<file path="src/rtl/fxp_pkg.sv">
// Shared definitions for the fixed-point ALU pipeline: op encoding and
// the wide-integer round/saturate helpers used by fxp_round_sat.
package fxp_pkg;

    typedef enum logic [1:0] {
        OP_MULT = 2'b00,
        OP_ADD  = 2'b01,
        OP_SUB  = 2'b10,
        OP_MAC  = 2'b11
    } op_e;

    // Helpers work on a fixed 64-bit signed type; operands are sign-extended into it.
    localparam int unsigned CALC_W = 64;
    typedef logic signed [CALC_W-1:0] calc_t;

    // Round half up, then arithmetic shift right by sh.
    function automatic calc_t round_shift(calc_t x, int unsigned sh);
        calc_t r;
        r = x;
        if (sh > 0) begin
            r = (x + (calc_t'(1) <<< (sh - 1))) >>> sh;
        end
        return r;
    endfunction

    function automatic calc_t sat_max(int unsigned w);
        return (calc_t'(1) <<< (w - 1)) - calc_t'(1);
    endfunction

    function automatic calc_t sat_min(int unsigned w);
        return -(calc_t'(1) <<< (w - 1));
    endfunction

endpackage

</file>
<file path="src/rtl/fxp_round_sat.sv">
// Rounds a signed value (half up, shift right by SHIFT) and saturates it
// to OUT_W bits; ovf flags that clamping occurred.
module fxp_round_sat
    import fxp_pkg::*;
#(
    parameter int unsigned IN_W  = 16,
    parameter int unsigned OUT_W = 8,
    parameter int unsigned SHIFT = 4
) (
    input  logic signed [IN_W-1:0]  din,
    output logic signed [OUT_W-1:0] dout,
    output logic                    ovf
);

    calc_t shifted;

    always_comb begin
        shifted = round_shift(calc_t'(din), SHIFT);
        dout    = shifted[OUT_W-1:0];
        ovf     = 1'b0;
        if (shifted > sat_max(OUT_W)) begin
            dout = {1'b0, {(OUT_W-1){1'b1}}};
            ovf  = 1'b1;
        end else if (shifted < sat_min(OUT_W)) begin
            dout = {1'b1, {(OUT_W-1){1'b0}}};
            ovf  = 1'b1;
        end
    end

endmodule

</file>
<file path="src/rtl/fxp_alu_pipe.sv">
// Two-stage fixed-point ALU (mult/add/sub/mac) with valid/ready handshake:
// S1 holds the full-precision result, S2 the rounded and saturated one.
module fxp_alu_pipe
    import fxp_pkg::*;
#(
    parameter int unsigned INT_WIDTH  = 4,
    parameter int unsigned FRAC_WIDTH = 4
) (
    input  logic                                clk,
    input  logic                                resetn,
    input  logic                                in_valid,
    output logic                                in_ready,
    input  logic [1:0]                          op,
    input  logic [INT_WIDTH+FRAC_WIDTH-1:0]     op_a,
    input  logic [INT_WIDTH+FRAC_WIDTH-1:0]     op_b,
    input  logic                                acc_clr,
    output logic                                out_valid,
    input  logic                                out_ready,
    output logic [INT_WIDTH+FRAC_WIDTH-1:0]     res,
    output logic                                ovf
);

    localparam int unsigned W  = INT_WIDTH + FRAC_WIDTH;
    localparam int unsigned PW = 2 * W;

    logic                 s1_valid_q, s1_valid_d, s1_shift_q, s1_shift_d, s1_ovf_q, s1_ovf_d;
    logic signed [PW-1:0] s1_val_q, s1_val_d;
    logic                 s2_valid_q, s2_valid_d, ovf_q, ovf_d;
    logic signed [W-1:0]  res_q, res_d, acc_q, acc_d;

    logic                 s1_adv, accept, mac_acc;
    op_e                  op_in;
    logic signed [PW-1:0] a_x, b_x, prod;
    logic signed [W:0]    lin_sum, mac_sum;
    logic signed [W-1:0]  acc_base, prod_rs, acc_new, s2_mult, s2_lin;
    logic                 prod_ovf, acc_ovf, s2_mult_ovf, s2_lin_ovf;

    assign s1_adv   = !s2_valid_q || out_ready;
    assign in_ready = !s1_valid_q || s1_adv;
    assign accept   = in_valid && in_ready;
    assign op_in    = op_e'(op);
    assign mac_acc  = accept && (op_in == OP_MAC);

    assign a_x      = {{W{op_a[W-1]}}, op_a};
    assign b_x      = {{W{op_b[W-1]}}, op_b};
    assign prod     = a_x * b_x;
    assign lin_sum  = (op_in == OP_SUB) ? ({op_a[W-1], op_a} - {op_b[W-1], op_b})
                                        : ({op_a[W-1], op_a} + {op_b[W-1], op_b});
    assign acc_base = acc_clr ? '0 : acc_q;
    assign mac_sum  = {acc_base[W-1], acc_base} + {prod_rs[W-1], prod_rs};

    // mac finishes in the acceptance cycle so the accumulator can chain back-to-back;
    // S2 then only passes its already-saturated value through.
    fxp_round_sat #(.IN_W(PW), .OUT_W(W), .SHIFT(FRAC_WIDTH)) u_mac_prod (
        .din(prod), .dout(prod_rs), .ovf(prod_ovf));
    fxp_round_sat #(.IN_W(W + 1), .OUT_W(W), .SHIFT(0)) u_mac_acc (
        .din(mac_sum), .dout(acc_new), .ovf(acc_ovf));
    fxp_round_sat #(.IN_W(PW), .OUT_W(W), .SHIFT(FRAC_WIDTH)) u_s2_mult (
        .din(s1_val_q), .dout(s2_mult), .ovf(s2_mult_ovf));
    fxp_round_sat #(.IN_W(PW), .OUT_W(W), .SHIFT(0)) u_s2_lin (
        .din(s1_val_q), .dout(s2_lin), .ovf(s2_lin_ovf));

    always_comb begin
        s1_valid_d = s1_valid_q;
        s1_val_d   = s1_val_q;
        s1_shift_d = s1_shift_q;
        s1_ovf_d   = s1_ovf_q;
        s2_valid_d = s2_valid_q;
        res_d      = res_q;
        ovf_d      = ovf_q;
        acc_d      = acc_q;

        if (in_ready) begin
            s1_valid_d = in_valid;
            if (in_valid) begin
                case (op_in)
                    OP_MULT: begin
                        s1_val_d   = prod;
                        s1_shift_d = 1'b1;
                        s1_ovf_d   = 1'b0;
                    end
                    OP_MAC: begin
                        s1_val_d   = {{W{acc_new[W-1]}}, acc_new};
                        s1_shift_d = 1'b0;
                        s1_ovf_d   = prod_ovf | acc_ovf;
                    end
                    default: begin
                        s1_val_d   = {{(PW-W-1){lin_sum[W]}}, lin_sum};
                        s1_shift_d = 1'b0;
                        s1_ovf_d   = 1'b0;
                    end
                endcase
            end
        end

        if (s1_adv) begin
            s2_valid_d = s1_valid_q;
            if (s1_valid_q) begin
                res_d = s1_shift_q ? s2_mult : s2_lin;
                ovf_d = s1_ovf_q | (s1_shift_q ? s2_mult_ovf : s2_lin_ovf);
            end
        end

        if (mac_acc) begin
            acc_d = acc_new;
        end else if (acc_clr) begin
            acc_d = '0;
        end
    end

    always_ff @(posedge clk or negedge resetn) begin
        if (!resetn) begin
            s1_valid_q <= 1'b0;
            s1_val_q   <= '0;
            s1_shift_q <= 1'b0;
            s1_ovf_q   <= 1'b0;
            s2_valid_q <= 1'b0;
            res_q      <= '0;
            ovf_q      <= 1'b0;
            acc_q      <= '0;
        end else begin
            s1_valid_q <= s1_valid_d;
            s1_val_q   <= s1_val_d;
            s1_shift_q <= s1_shift_d;
            s1_ovf_q   <= s1_ovf_d;
            s2_valid_q <= s2_valid_d;
            res_q      <= res_d;
            ovf_q      <= ovf_d;
            acc_q      <= acc_d;
        end
    end

    assign out_valid = s2_valid_q;
    assign res       = res_q;
    assign ovf       = ovf_q;

endmodule

</file>
<file path="config.mk">
export PLATFORM = sky130hd
export DESIGN_NAME = fxp_alu_pipe
export DESIGN_NICKNAME = d
export VERILOG_FILES = /design/src/rtl/fxp_pkg.sv /design/src/rtl/fxp_round_sat.sv /design/src/rtl/fxp_alu_pipe.sv
export SDC_FILE = /design/constraint.sdc
export NUM_CORES = 1
export LEC_CHECK = 0
export CORE_ASPECT_RATIO = 1.1
export CORE_MARGIN = 10
export CORE_UTILIZATION = 42
export CTS_CLUSTER_SIZE = 14
export DETAILED_ROUTE_END_ITERATION = 10
export SKIP_CTS_REPAIR_TIMING = 1
export SKIP_LAST_GASP = 1
export SLEW_MARGIN = 10
export SYNTH_ARGS = -nofsm -noshare
export SYNTH_HDL_FRONTEND = slang
export SYNTH_SLANG_ARGS = --single-unit
</file>
<file path="constraint.sdc">
create_clock -name clk -period 7.35 [get_ports clk]
set_input_delay 1.47 -clock clk [delete_from_list [all_inputs] [get_ports clk]]
set_output_delay 1.47 -clock clk [all_outputs]
set_load 0.01 [all_outputs]
</file>
==> run metrics <==
CTS tree done; DRC violation total after the first TritonRoute iteration 256; detailed placement HPWL 13500 um; buffer depth of the longest clock path 2; First-pass DRT Iterations 5; most numerous cell in the Yosys netlist sky130_fd_sc_hd__inv_1; endpoint required time on the critical path 7550 ps; FMAX 0.127 GHz; Syn. warnings 0; Setup CP Type input port to flop; largest net degree at the start of global routing 38; Die Height 145 um; Vias 5383; CTS Buf Count 5; Fin Clk Skew 3.46 ps; post-detailed-route count of antenna-violating nets 0; Die Outline Area 19400 um^2; largest family of logic cells by synthesized area adder cells; post-synthesis compound-gate area fraction 0.203; Top Ports 34; IO buf count 33; global-route wire length before repair 26300 um; CP max stage cell sky130_fd_sc_hd__fa_2; Nets 960; number of synthesized register bits 37; area growth from synthesis to final layout 32.8%; violated checks setup timing; gr usage total 0.161; max capacitance violation total 0; number of antenna violations at the first check in global routing 0; Synth Area in Adders 0.302; crit start category input port; arrival time at the worst endpoint 8090 ps; share of Yosys cell area claimed by the top area cell type 0.191; vias per cell 5.29; xor and xnor area share after synthesis 0.0642; proportion of synthesized chip area in sequential cells 0.155; top post-synthesis cells by area sky130_fd_sc_hd__fa_1 (19%), sky130_fd_sc_hd__dfrtp_1 (16%), sky130_fd_sc_hd__ha_1 (11%), sky130_fd_sc_hd__inv_1 (5.6%), sky130_fd_sc_hd__and2_1 (4.4%); classification of the worst-slack hold path flop to flop; Std-Cell Rows 45; proportion of synthesized area in mux cells 0.00524; worst path bufs/invs 5; Routed Wire Length 16100 um; type of destination of the critical path flop; Least-Margin Pin Slew 960 ps; Final setup viols 24; number of flops mapped to enable cells by yosys 0; Cells after Synth 691; setup slack after layout -540 ps; clock edge transition at the registers on the reported setup and hold paths 60 ps; setup repair after global routing missed its margin true; cell type with the highest aggregate area in the netlist sky130_fd_sc_hd__fa_1; placed cell count 995; wire per inst 15.8 um; Async SR Flop Fraction 1.00; CP max stage delay 560 ps; x dimension of the die 134 um; core region area 13900 um^2; most instantiated flip-flop cell in the synthesis netlist sky130_fd_sc_hd__dfrtp_1; Antenna diodes 0; Synth Area per Inst 8.63 um^2; largest fanout on the critical path 7; shortest clock period the worst path allows after layout 7890 ps; number of H-tree levels 2; Clock Sink Count 37; aggregate global routing overflow 0; end-of-flow core utilization 0.572; worst-skew pair later-pin latency 280 ps; outcome complete, but fails checks; part of the cycle the worst path needs 1.07; Max Transition Viols Final 0; clk root buf sky130_fd_sc_hd__clkbuf_16; layout cells sized above 1 0.314; final hold violation count 0; CP dominant cell by count sky130_fd_sc_hd__fa_2; last weighted congestion value of the routability-driven placer 0.920; cell type group with the largest total delay on the critical path compound AO/OA/AOI/OAI gates; simple-gate share of the synthesized area 0.194; count of distinct cell types in the synthesized netlist 84; via count of the first global-routing pass 5637; Netlist Area Pre-Place 5970 um^2; worst slew slack as a fraction of its limit 0.354; most common library cells after synthesis sky130_fd_sc_hd__inv_1 (89), sky130_fd_sc_hd__fa_1 (57), sky130_fd_sc_hd__ha_1 (52); number of standard cells in the layout, taps in and fillers out 1017; starting utilization of the core area 0.431; syn_nets 823; post-detailed-route DRC marker count 0
==> placed cells by master (no fill, tap or decap), types with 9 or more instances in the layout <==
cell type	synthesis	layout
sky130_fd_sc_hd__and2_4	1	12
sky130_fd_sc_hd__xor2_1	11	11
sky130_fd_sc_hd__and2_1	42	31
sky130_fd_sc_hd__inv_2	0	9
sky130_fd_sc_hd__dfrtp_1	37	37
sky130_fd_sc_hd__fa_1	57	49
sky130_fd_sc_hd__buf_4	0	113
sky130_fd_sc_hd__xnor2_1	29	28
sky130_fd_sc_hd__nand2_1	49	45
sky130_fd_sc_hd__inv_1	89	80
sky130_fd_sc_hd__a22o_1	9	9
sky130_fd_sc_hd__o21ai_0	17	10
sky130_fd_sc_hd__nand3_1	9	9
sky130_fd_sc_hd__ha_1	52	41
sky130_fd_sc_hd__nor2_1	32	30
sky130_fd_sc_hd__nand2b_1	12	10
sky130_fd_sc_hd__a21oi_1	51	42
sky130_fd_sc_hd__buf_6	3	15
sky130_fd_sc_hd__nor2b_1	20	18
sky130_fd_sc_hd__o21ai_1	20	19
sky130_fd_sc_hd__clkdlybuf4s50_1	0	16
==> routing by layer <==
metal / share of wire / GRT usage
met5: 0 / 0
met4: 0.037 / 0.0692
met3: 0.030 / 0.0238
met2: 0.52 / 0.297
met1: 0.42 / 0.177
==> stage by stage <==
step | setup slack (ps) | cell area, um^2 | hold slack [ps] | setup TNS [ps]
floorplan | -366 | 6220 | 457 | -4310
global placement | -1270 | 7380 | 463 | -25990
detailed placement | -1380 | 7380 | 471 | -29700
CTS | -1130 | 7520 | 483 | -23320
global route | -735 | 7930 | 510 | -15750
finish | -540 | 7930 | 476 | -10040
==> flip-flops by register name (all words and copies together) (netlist names) <==
register and cells:
acc_q 8, out_valid 1, ovf 1, res 8, s1_ovf_q 1, s1_shift_q 1, s1_val_q 16, s1_valid_q 1
==> cells by family after synthesis <==
| family | count (synthesis) |
|---|---|
| AND/OR/NAND/NOR | 211 |
| AO/OA/AOI/OAI | 174 |
| buffers and inverters | 114 |
| adder cells (fa/ha/maj) | 110 |
| XOR/XNOR | 42 |
| flip-flops | 37 |
| multiplexers | 3 |
==> worst paths after layout <==
path / from / endpoint / slack, ps / cells past startpoint
max in group asynchronous: resetn / s1_val_q[12] / 5520 / 1
min in group asynchronous: resetn / out_valid / 1290 / 1
min: res[7] / res[7] / 480 / 1
max: op_a[5] / s1_ovf_q / -540 / 28
min reg2reg: res[7] / res[7] / 480 / 1
max reg2reg: acc_q[0] / s1_val_q[15] / 4640 / 11
==> cell type report <==
| cell class | count | area, um^2 |
|---|---|---|
| inverters | 89 | 334 |
| flip-flops and latches | 37 | 926 |
| well taps | 188 | 235 |
| fillers | 1289 | 5930 |
| clock buffers | 6 | 129 |
| clock inverters | 2 | 10.0 |
| multi-input cells | 540 | 5020 |
| repair buffers | 155 | 1270 |
Power is not shown: default switching activity piles up to over one toggle a cycle in this logic, so the estimate is an artifact.
